File: config.mk
export PLATFORM = sky130hd
export DESIGN_NAME = alu_share_ctrl
export DESIGN_NICKNAME = d
export VERILOG_FILES = /design/src/rtl/alu_pkg.sv /design/src/rtl/alu_core.sv /design/src/rtl/rr_arb2.sv /design/src/rtl/alu_share_ctrl.sv
export SDC_FILE = /design/constraint.sdc
export NUM_CORES = 1
export LEC_CHECK = 0
export CORE_UTILIZATION = 40
export DETAILED_ROUTE_END_ITERATION = 8
export PLACE_DENSITY = 0.7
export SLEW_MARGIN = 30
export SYNTH_ARGS = -nofsm -noshare
export SYNTH_HDL_FRONTEND = slang
export SYNTH_HIERARCHICAL = 1
export SYNTH_SLANG_ARGS = --single-unit
export TNS_END_PERCENT = 50
File: constraint.sdc
create_clock -name clk -period 3.64 [get_ports clk]
set_input_delay 0.728 -clock clk [delete_from_list [all_inputs] [get_ports clk]]
set_output_delay 0.728 -clock clk [all_outputs]
set_load 0.005 [all_outputs]
File: src/rtl/alu_pkg.sv
// Opcode set, controller state encoding and opcode legality check for the
// shared-ALU controller.
package alu_pkg;

    localparam logic [5:0] OP_ADD = 6'b100000;
    localparam logic [5:0] OP_SUB = 6'b100010;
    localparam logic [5:0] OP_AND = 6'b100100;
    localparam logic [5:0] OP_OR  = 6'b100101;
    localparam logic [5:0] OP_XOR = 6'b100110;
    localparam logic [5:0] OP_SRA = 6'b000011;
    localparam logic [5:0] OP_SRL = 6'b000010;
    localparam logic [5:0] OP_NOR = 6'b100111;
    localparam logic [5:0] OP_NOP = 6'b111111;

    localparam logic [1:0] ST_IDLE   = 2'd0;
    localparam logic [1:0] ST_SETTLE = 2'd1;
    localparam logic [1:0] ST_RESP   = 2'd2;

    typedef enum logic [1:0] {
        IDLE   = ST_IDLE,
        SETTLE = ST_SETTLE,
        RESP   = ST_RESP
    } state_e;

    function automatic logic is_legal_op(input logic [5:0] opcode);
        case (opcode)
            OP_ADD, OP_SUB, OP_AND, OP_OR,
            OP_XOR, OP_SRA, OP_SRL, OP_NOR: return 1'b1;
            default:                        return 1'b0;
        endcase
    endfunction

endpackage

File: src/rtl/alu_core.sv
// ALU that evaluates only when its opcode changes; otherwise it presents the
// result, zero and carry of the last evaluation.
module alu_core
    import alu_pkg::*;
#(
    parameter int WORD_WIDTH = 32
) (
    input  logic                  clk,
    input  logic                  reset_n_i,
    input  logic [5:0]            op_i,
    input  logic [WORD_WIDTH-1:0] a_i,
    input  logic [WORD_WIDTH-1:0] b_i,
    output logic [WORD_WIDTH-1:0] result_o,
    output logic                  zero_o,
    output logic                  carry_o
);

    localparam int SHW = $clog2(WORD_WIDTH);

    logic [5:0]            last_op_q;
    logic [WORD_WIDTH-1:0] res_q;
    logic                  zero_q;
    logic                  carry_q;
    logic [WORD_WIDTH-1:0] res_c;
    logic                  carry_c;
    logic                  eval;

    always_comb begin
        res_c   = '0;
        carry_c = 1'b0;
        case (op_i)
            OP_ADD:  {carry_c, res_c} = {1'b0, a_i} + {1'b0, b_i};
            OP_SUB:  res_c = a_i - b_i;
            OP_AND:  res_c = a_i & b_i;
            OP_OR:   res_c = a_i | b_i;
            OP_XOR:  res_c = a_i ^ b_i;
            OP_NOR:  res_c = ~(a_i | b_i);
            OP_SRA:  res_c = $signed(a_i) >>> b_i[SHW-1:0];
            OP_SRL:  res_c = a_i >> b_i[SHW-1:0];
            default: res_c = '0;
        endcase
    end

    assign eval     = (op_i != last_op_q);
    assign result_o = eval ? res_c : res_q;
    assign zero_o   = eval ? (res_c == '0) : zero_q;
    assign carry_o  = eval ? carry_c : carry_q;

    always_ff @(posedge clk) begin
        if (!reset_n_i) begin
            last_op_q <= OP_NOP;
            res_q     <= '0;
            zero_q    <= 1'b0;
            carry_q   <= 1'b0;
        end else begin
            last_op_q <= op_i;
            res_q     <= result_o;
            zero_q    <= zero_o;
            carry_q   <= carry_o;
        end
    end

endmodule

File: src/rtl/rr_arb2.sv
// Two-way round-robin grant: the pointer's requester wins when valid,
// otherwise the other requester. Purely combinational.
module rr_arb2 (
    input  logic       ptr_i,
    input  logic [1:0] req_i,
    output logic [1:0] gnt_o
);

    always_comb begin
        gnt_o = 2'b00;
        if (ptr_i == 1'b0) begin
            if (req_i[0])      gnt_o = 2'b01;
            else if (req_i[1]) gnt_o = 2'b10;
        end else begin
            if (req_i[1])      gnt_o = 2'b10;
            else if (req_i[0]) gnt_o = 2'b01;
        end
    end

endmodule

File: src/rtl/alu_share_ctrl.sv
// Shares one ALU between two requesters: round-robin accept, hold operands
// for HOLD_CYCLES, then present a registered response with valid/ready.
//   state  | meaning
//   IDLE   | arbitrating, req_ready asserted for the granted requester
//   SETTLE | ALU inputs driven, counting down to capture
//   RESP   | response held on rsp_* until consumer handshake
module alu_share_ctrl
    import alu_pkg::*;
#(
    parameter int WORD_WIDTH  = 32,
    parameter int HOLD_CYCLES = 1
) (
    input  logic                  clk,
    input  logic                  reset_n,
    input  logic                  r0_req_valid,
    output logic                  r0_req_ready,
    input  logic [5:0]            r0_opcode,
    input  logic [WORD_WIDTH-1:0] r0_a,
    input  logic [WORD_WIDTH-1:0] r0_b,
    input  logic                  r1_req_valid,
    output logic                  r1_req_ready,
    input  logic [5:0]            r1_opcode,
    input  logic [WORD_WIDTH-1:0] r1_a,
    input  logic [WORD_WIDTH-1:0] r1_b,
    output logic                  rsp_valid,
    input  logic                  rsp_ready,
    output logic                  rsp_id,
    output logic [WORD_WIDTH-1:0] rsp_result,
    output logic                  rsp_zero,
    output logic                  rsp_carry,
    output logic                  rsp_illegal,
    output logic                  busy
);

    localparam logic [3:0] HOLD_CNT = 4'(HOLD_CYCLES);

    state_e                state_q, state_d;
    logic                  ptr_q, ptr_d;
    logic [5:0]            op_q, op_d;
    logic [WORD_WIDTH-1:0] a_q, a_d, b_q, b_d;
    logic                  id_q, id_d;
    logic [3:0]            cnt_q, cnt_d;
    logic [WORD_WIDTH-1:0] res_q, res_d;
    logic                  zero_q, zero_d, carry_q, carry_d, ill_q, ill_d;

    logic [1:0]            gnt;
    logic [5:0]            sel_op;
    logic [WORD_WIDTH-1:0] sel_a, sel_b;
    logic [WORD_WIDTH-1:0] alu_res;
    logic                  alu_zero, alu_carry;

    rr_arb2 u_arb (
        .ptr_i (ptr_q),
        .req_i ({r1_req_valid, r0_req_valid}),
        .gnt_o (gnt)
    );

    alu_core #(.WORD_WIDTH(WORD_WIDTH)) u_alu (
        .clk       (clk),
        .reset_n_i (reset_n),
        .op_i      (op_q),
        .a_i       (a_q),
        .b_i       (b_q),
        .result_o  (alu_res),
        .zero_o    (alu_zero),
        .carry_o   (alu_carry)
    );

    assign sel_op = gnt[1] ? r1_opcode : r0_opcode;
    assign sel_a  = gnt[1] ? r1_a : r0_a;
    assign sel_b  = gnt[1] ? r1_b : r0_b;

    always_comb begin
        state_d      = state_q;
        ptr_d        = ptr_q;
        op_d         = op_q;
        a_d          = a_q;
        b_d          = b_q;
        id_d         = id_q;
        cnt_d        = cnt_q;
        res_d        = res_q;
        zero_d       = zero_q;
        carry_d      = carry_q;
        ill_d        = ill_q;
        r0_req_ready = 1'b0;
        r1_req_ready = 1'b0;
        case (state_q)
            IDLE: begin
                r0_req_ready = gnt[0];
                r1_req_ready = gnt[1];
                if (|gnt) begin
                    id_d = gnt[1];
                    if (is_legal_op(sel_op)) begin
                        op_d    = sel_op;
                        a_d     = sel_a;
                        b_d     = sel_b;
                        cnt_d   = HOLD_CNT;
                        state_d = SETTLE;
                    end else begin
                        // Illegal codes never reach the ALU; drive stays at NOP.
                        res_d   = '0;
                        zero_d  = 1'b0;
                        carry_d = 1'b0;
                        ill_d   = 1'b1;
                        state_d = RESP;
                    end
                end
            end
            SETTLE: begin
                cnt_d = cnt_q - 4'd1;
                if (cnt_q == 4'd1) begin
                    res_d   = alu_res;
                    zero_d  = alu_zero;
                    carry_d = alu_carry & (op_q == OP_ADD);
                    ill_d   = 1'b0;
                    state_d = RESP;
                end
            end
            RESP: begin
                if (rsp_ready) begin
                    ptr_d   = ~id_q;
                    op_d    = OP_NOP;
                    state_d = IDLE;
                end
            end
            default: state_d = IDLE;
        endcase
    end

    always_ff @(posedge clk) begin
        if (!reset_n) begin
            state_q <= IDLE;
            ptr_q   <= 1'b0;
            op_q    <= OP_NOP;
            a_q     <= '0;
            b_q     <= '0;
            id_q    <= 1'b0;
            cnt_q   <= 4'd0;
            res_q   <= '0;
            zero_q  <= 1'b0;
            carry_q <= 1'b0;
            ill_q   <= 1'b0;
        end else begin
            state_q <= state_d;
            ptr_q   <= ptr_d;
            op_q    <= op_d;
            a_q     <= a_d;
            b_q     <= b_d;
            id_q    <= id_d;
            cnt_q   <= cnt_d;
            res_q   <= res_d;
            zero_q  <= zero_d;
            carry_q <= carry_d;
            ill_q   <= ill_d;
        end
    end

    assign rsp_valid   = (state_q == RESP);
    assign busy        = (state_q != IDLE);
    assign rsp_id      = id_q;
    assign rsp_result  = res_q;
    assign rsp_zero    = zero_q;
    assign rsp_carry   = carry_q;
    assign rsp_illegal = ill_q;

endmodule

==> results.sh <==
export IMPL_clock_path_buffers=2
export IMPL_final_common_cell="buf_4"
export IMPL_n_fill_cell=3295
export IMPL_avgRoutedWirePerCell_um=23.92
export IMPL_final_max_slew_violation_count=0
export IMPL_rr_startpoint="b_q[21]$_SDFFE_PN0P_"
export IMPL_antenna_found_initial=0
export IMPL_ir_drop_mv=0.2786
export IMPL_fmax_mhz=271.3
export IMPL_start_util_pct=40.50
export IMPL_clk_pin_slew_ns=0.08
export IMPL_r2r_cells=13
export IMPL_place_gp_congestion=1.031
export IMPL_skew_ns=0.01757
export IMPL_synth_cell_type_count=86
export IMPL_max_slew_margin_pct=41.96
export IMPL_avgSynthCellArea_um2=7.396
export IMPL_first_pass_iters=7
export IMPL_r2r_slack_ns=-0.05
export IMPL_die_area_um2=37750
export IMPL_post_route_period_util_pct=101.3
export IMPL_boundaryPins=185
export IMPL_drt_iter0_drc=2115
export IMPL_status="finished with violations"
export IMPL_dp_slack_ns=-0.7297
export IMPL_cts_num_sinks=153
export IMPL_hp_start="rsp_illegal$_SDFFE_PN0P_"
export IMPL_insertion_delay_ns=0.47
export IMPL_ys_seq_area_share_pct=20.71
export IMPL_slowest_stage="dfxtp_1"
export IMPL_cpPeakStageDelay_ns=0.43
export IMPL_fp_row_count=70
export IMPL_layout_common_cells="388 x buf_4, 199 x nor2_1, 183 x clkdlybuf4s50_1"
export IMPL_synthesis_area_um2=14790
export IMPL_fin_crit_ns=3.686
export IMPL_grt_first_pass_wirelength_um=103700
export IMPL_drtAntennaViolNets=0
export IMPL_cts_buffers=17
export IMPL_ys_warn_count=6
export IMPL_synth_main_ff_cell="dfxtp_1"
export IMPL_ys_ff_latch=153
export IMPL_stdcell_area_um2=21030
export IMPL_hold_viol_final=0
export IMPL_die_x_um=194.3
export IMPL_grt_max_degree=83
export IMPL_drc=0
export IMPL_drive_gt1_share_pct=25.92
export IMPL_finish_net_count=2705
export IMPL_async_reset_ff_share_pct=0
export IMPL_synth_edf_count=0
export IMPL_synthesis_nets=2253
export IMPL_holdPathStages=2
export IMPL_rsz0062_at_grt="true"
export IMPL_path_cells="inv_1 -> ha_1 -> buf_4 -> a21oi_1 -> o21ai_0 -> a21oi_2 -> nand2b_4 -> a221o_1 -> mux2i_4 -> a2111oi_4 -> nand4_1 -> o32ai_2 -> and2_1"
export IMPL_reg2reg_to="u_alu/zero_q$_SDFF_PN0_"
export IMPL_holdPathEnd="rsp_illegal$_SDFFE_PN0P_"
export IMPL_cts_tree="done"
export IMPL_clock_root_buffer="clkbuf_16"
export IMPL_syn_inst=2000
export IMPL_tightest_slew_ns=0.8706
export IMPL_holdCritPathClass="flop to flop"
export IMPL_areaGrowthSynthToFinish_pct=42.19
export IMPL_portBuffers=184
export IMPL_leakage_nw=8.772
export IMPL_antenna_cells=0
export IMPL_powerDensity_nw_per_um2=328.1
export IMPL_vias=18000
export IMPL_h_tree_depth=4
export IMPL_cp_data_arrival_time_ns=4.09
export IMPL_violations="setup timing"
export IMPL_setup_slack_ns=-0.04649
export IMPL_crit_required_ns=4.04
export IMPL_grt_pass1_vias=16920
export IMPL_grt_overflow=0
export IMPL_placed_area_um2=19660
export IMPL_die_h_um=194.3
export IMPL_cp_start_kind="flop"
export IMPL_final_util_pct=57.59
export IMPL_core_area_um2=36520
export IMPL_vias_per_cell=6.138
export IMPL_end_kind="flop"
export IMPL_worstSetupPathType="flop to flop"
export IMPL_critPathMaxFanout=9
export IMPL_wl_um=70170
export IMPL_hpwl_um=56540
export IMPL_grt_use_total_pct=36.27
export IMPL_setup_viol=2
export IMPL_cap_violations=0
[final cells by class]
type                       instances  area, um2  share of cell area [%]
inverter                         107      401.6                   1.910
clock buffer                      17      425.4                   2.023
clock inverter                    15      180.2                  0.8566
multi-input combinational       1585      11290                   53.70
sequential                       153       3082                   14.65
timing repair buffer             588       5064                   24.07
tap                              468      585.6                   2.784
[registers in the layout, indices dropped and copies added, names as in the netlist, 2 cells and up]
register,flops
a_q,32
b_q,32
cnt_q,4
op_q,6
rsp_result,32
state_q,2
u_alu/last_op_q,6
u_alu/res_q,32
[report_power, final]
part           total, mW  leakage (nW)  switching, mW  internal [mW]
clock network       1.90         0.295          0.909          0.987
registers           1.85          1.25         0.0755           1.77
logic               3.16          7.23           1.73           1.42
[kinds of logic (layout without fill, tap and decap cells)]
logic type	Yosys count	in the layout	share of synthesized area (%)
adder cells (fa/ha/maj)	108	108	9.237
buffers and inverters	262	727	7.410
AND/OR/NAND/NOR	648	648	21.25
XOR/XNOR	18	18	1.066
AO/OA/AOI/OAI	720	720	32.68
multiplexers	91	91	7.655
flip-flops	153	153	20.71
[layer usage]
layer  global-route usage [%]  vias to the layer above  share of wire, %
li1                         -                     8282                 -
met1                    49.09                     8543                43
met2                    55.52                     1024                43
met3                    5.830                      155               8.5
met4                    18.64                        0               4.8
met5                        0                        -                 0
[cell usage after synthesis (all sizes together), types with 23 or more instances]
| library cell | instances | share of area, % |
|---|---|---|
| o221a | 28 | 2.1 |
| mux2i | 40 | 2.7 |
| nand2 | 164 | 4.2 |
| o21ai | 184 | 6.2 |
| o211ai | 35 | 1.8 |
| buf | 61 | 2.3 |
| nor3 | 34 | 1.2 |
| a21oi | 139 | 4.7 |
| nor2 | 202 | 5.1 |
| nand3 | 30 | 1.1 |
| ha | 106 | 9.0 |
| a31oi | 67 | 2.8 |
| a211oi | 23 | 1.2 |
| o22ai | 27 | 1.1 |
| and2 | 54 | 2.3 |
| mux2 | 37 | 2.8 |
| clkbuf | 94 | 2.4 |
| dfxtp | 153 | 21 |
| inv | 107 | 2.7 |
| a22o | 37 | 2.2 |
| nor2b | 49 | 2.1 |
[worst max-delay path by stage]
stage                         endpoint  cells after the start            startpoint  slack (ns)
2_1_floorplan    rsp_zero$_SDFFE_PN0P_                     16   b_q[2]$_SDFFE_PN0P_       0.008
5_1_grt        u_alu/zero_q$_SDFF_PN0_                     16   a_q[3]$_SDFFE_PN0P_       -0.15
6_report       u_alu/zero_q$_SDFF_PN0_                     13  b_q[21]$_SDFFE_PN0P_       -0.05
3_5_place_dp   u_alu/zero_q$_SDFF_PN0_                     15   b_q[7]$_SDFFE_PN0P_       -0.73
3_3_place_gp   u_alu/zero_q$_SDFF_PN0_                     15  a_q[13]$_SDFFE_PN0P_       -0.66
4_1_cts        u_alu/zero_q$_SDFF_PN0_                     13   a_q[7]$_SDFFE_PN0P_       -0.09
[worst max-delay path, delay by kind of cell, from the launching register on]
kind	cells	cell delay (ns)
AOI/OAI and AO/OA	6	1.92
DFF	1	0.43
and+or+nand+nor	3	0.42
adders and majority gates	1	0.33
buffers and inverters	2	0.31
muxes	1	0.23
[repair_timing]
item | CTS | global route
endpoints found under the hold margin | 0 | 0
resized for setup | 62 | 80
cloned | 0 | 1
hold buffers | 0 | 0
endpoints found under the setup margin | 12 | 19
pin swaps | 28 | 29
setup buffers | 3 | 12
[through the flow]
step / setup TNS, ns / total power [mW] / std cells / hold WS (ns)
4_1_cts: -0.1574 / 6.697 / 2920 / 0.4624
5_1_grt: -0.3930 / 7.180 / 2933 / 0.4756
3_5_place_dp: -1.844 / 4.752 / 2887 / 0.4521
6_report: -0.08079 / 6.900 / 2933 / 0.4658
2_1_floorplan: 0 / 3.427 / 2000 / 0.4448
3_3_place_gp: -1.606 / 4.720 / 2887 / 0.4559
Power figures use the tool's default switching activity.
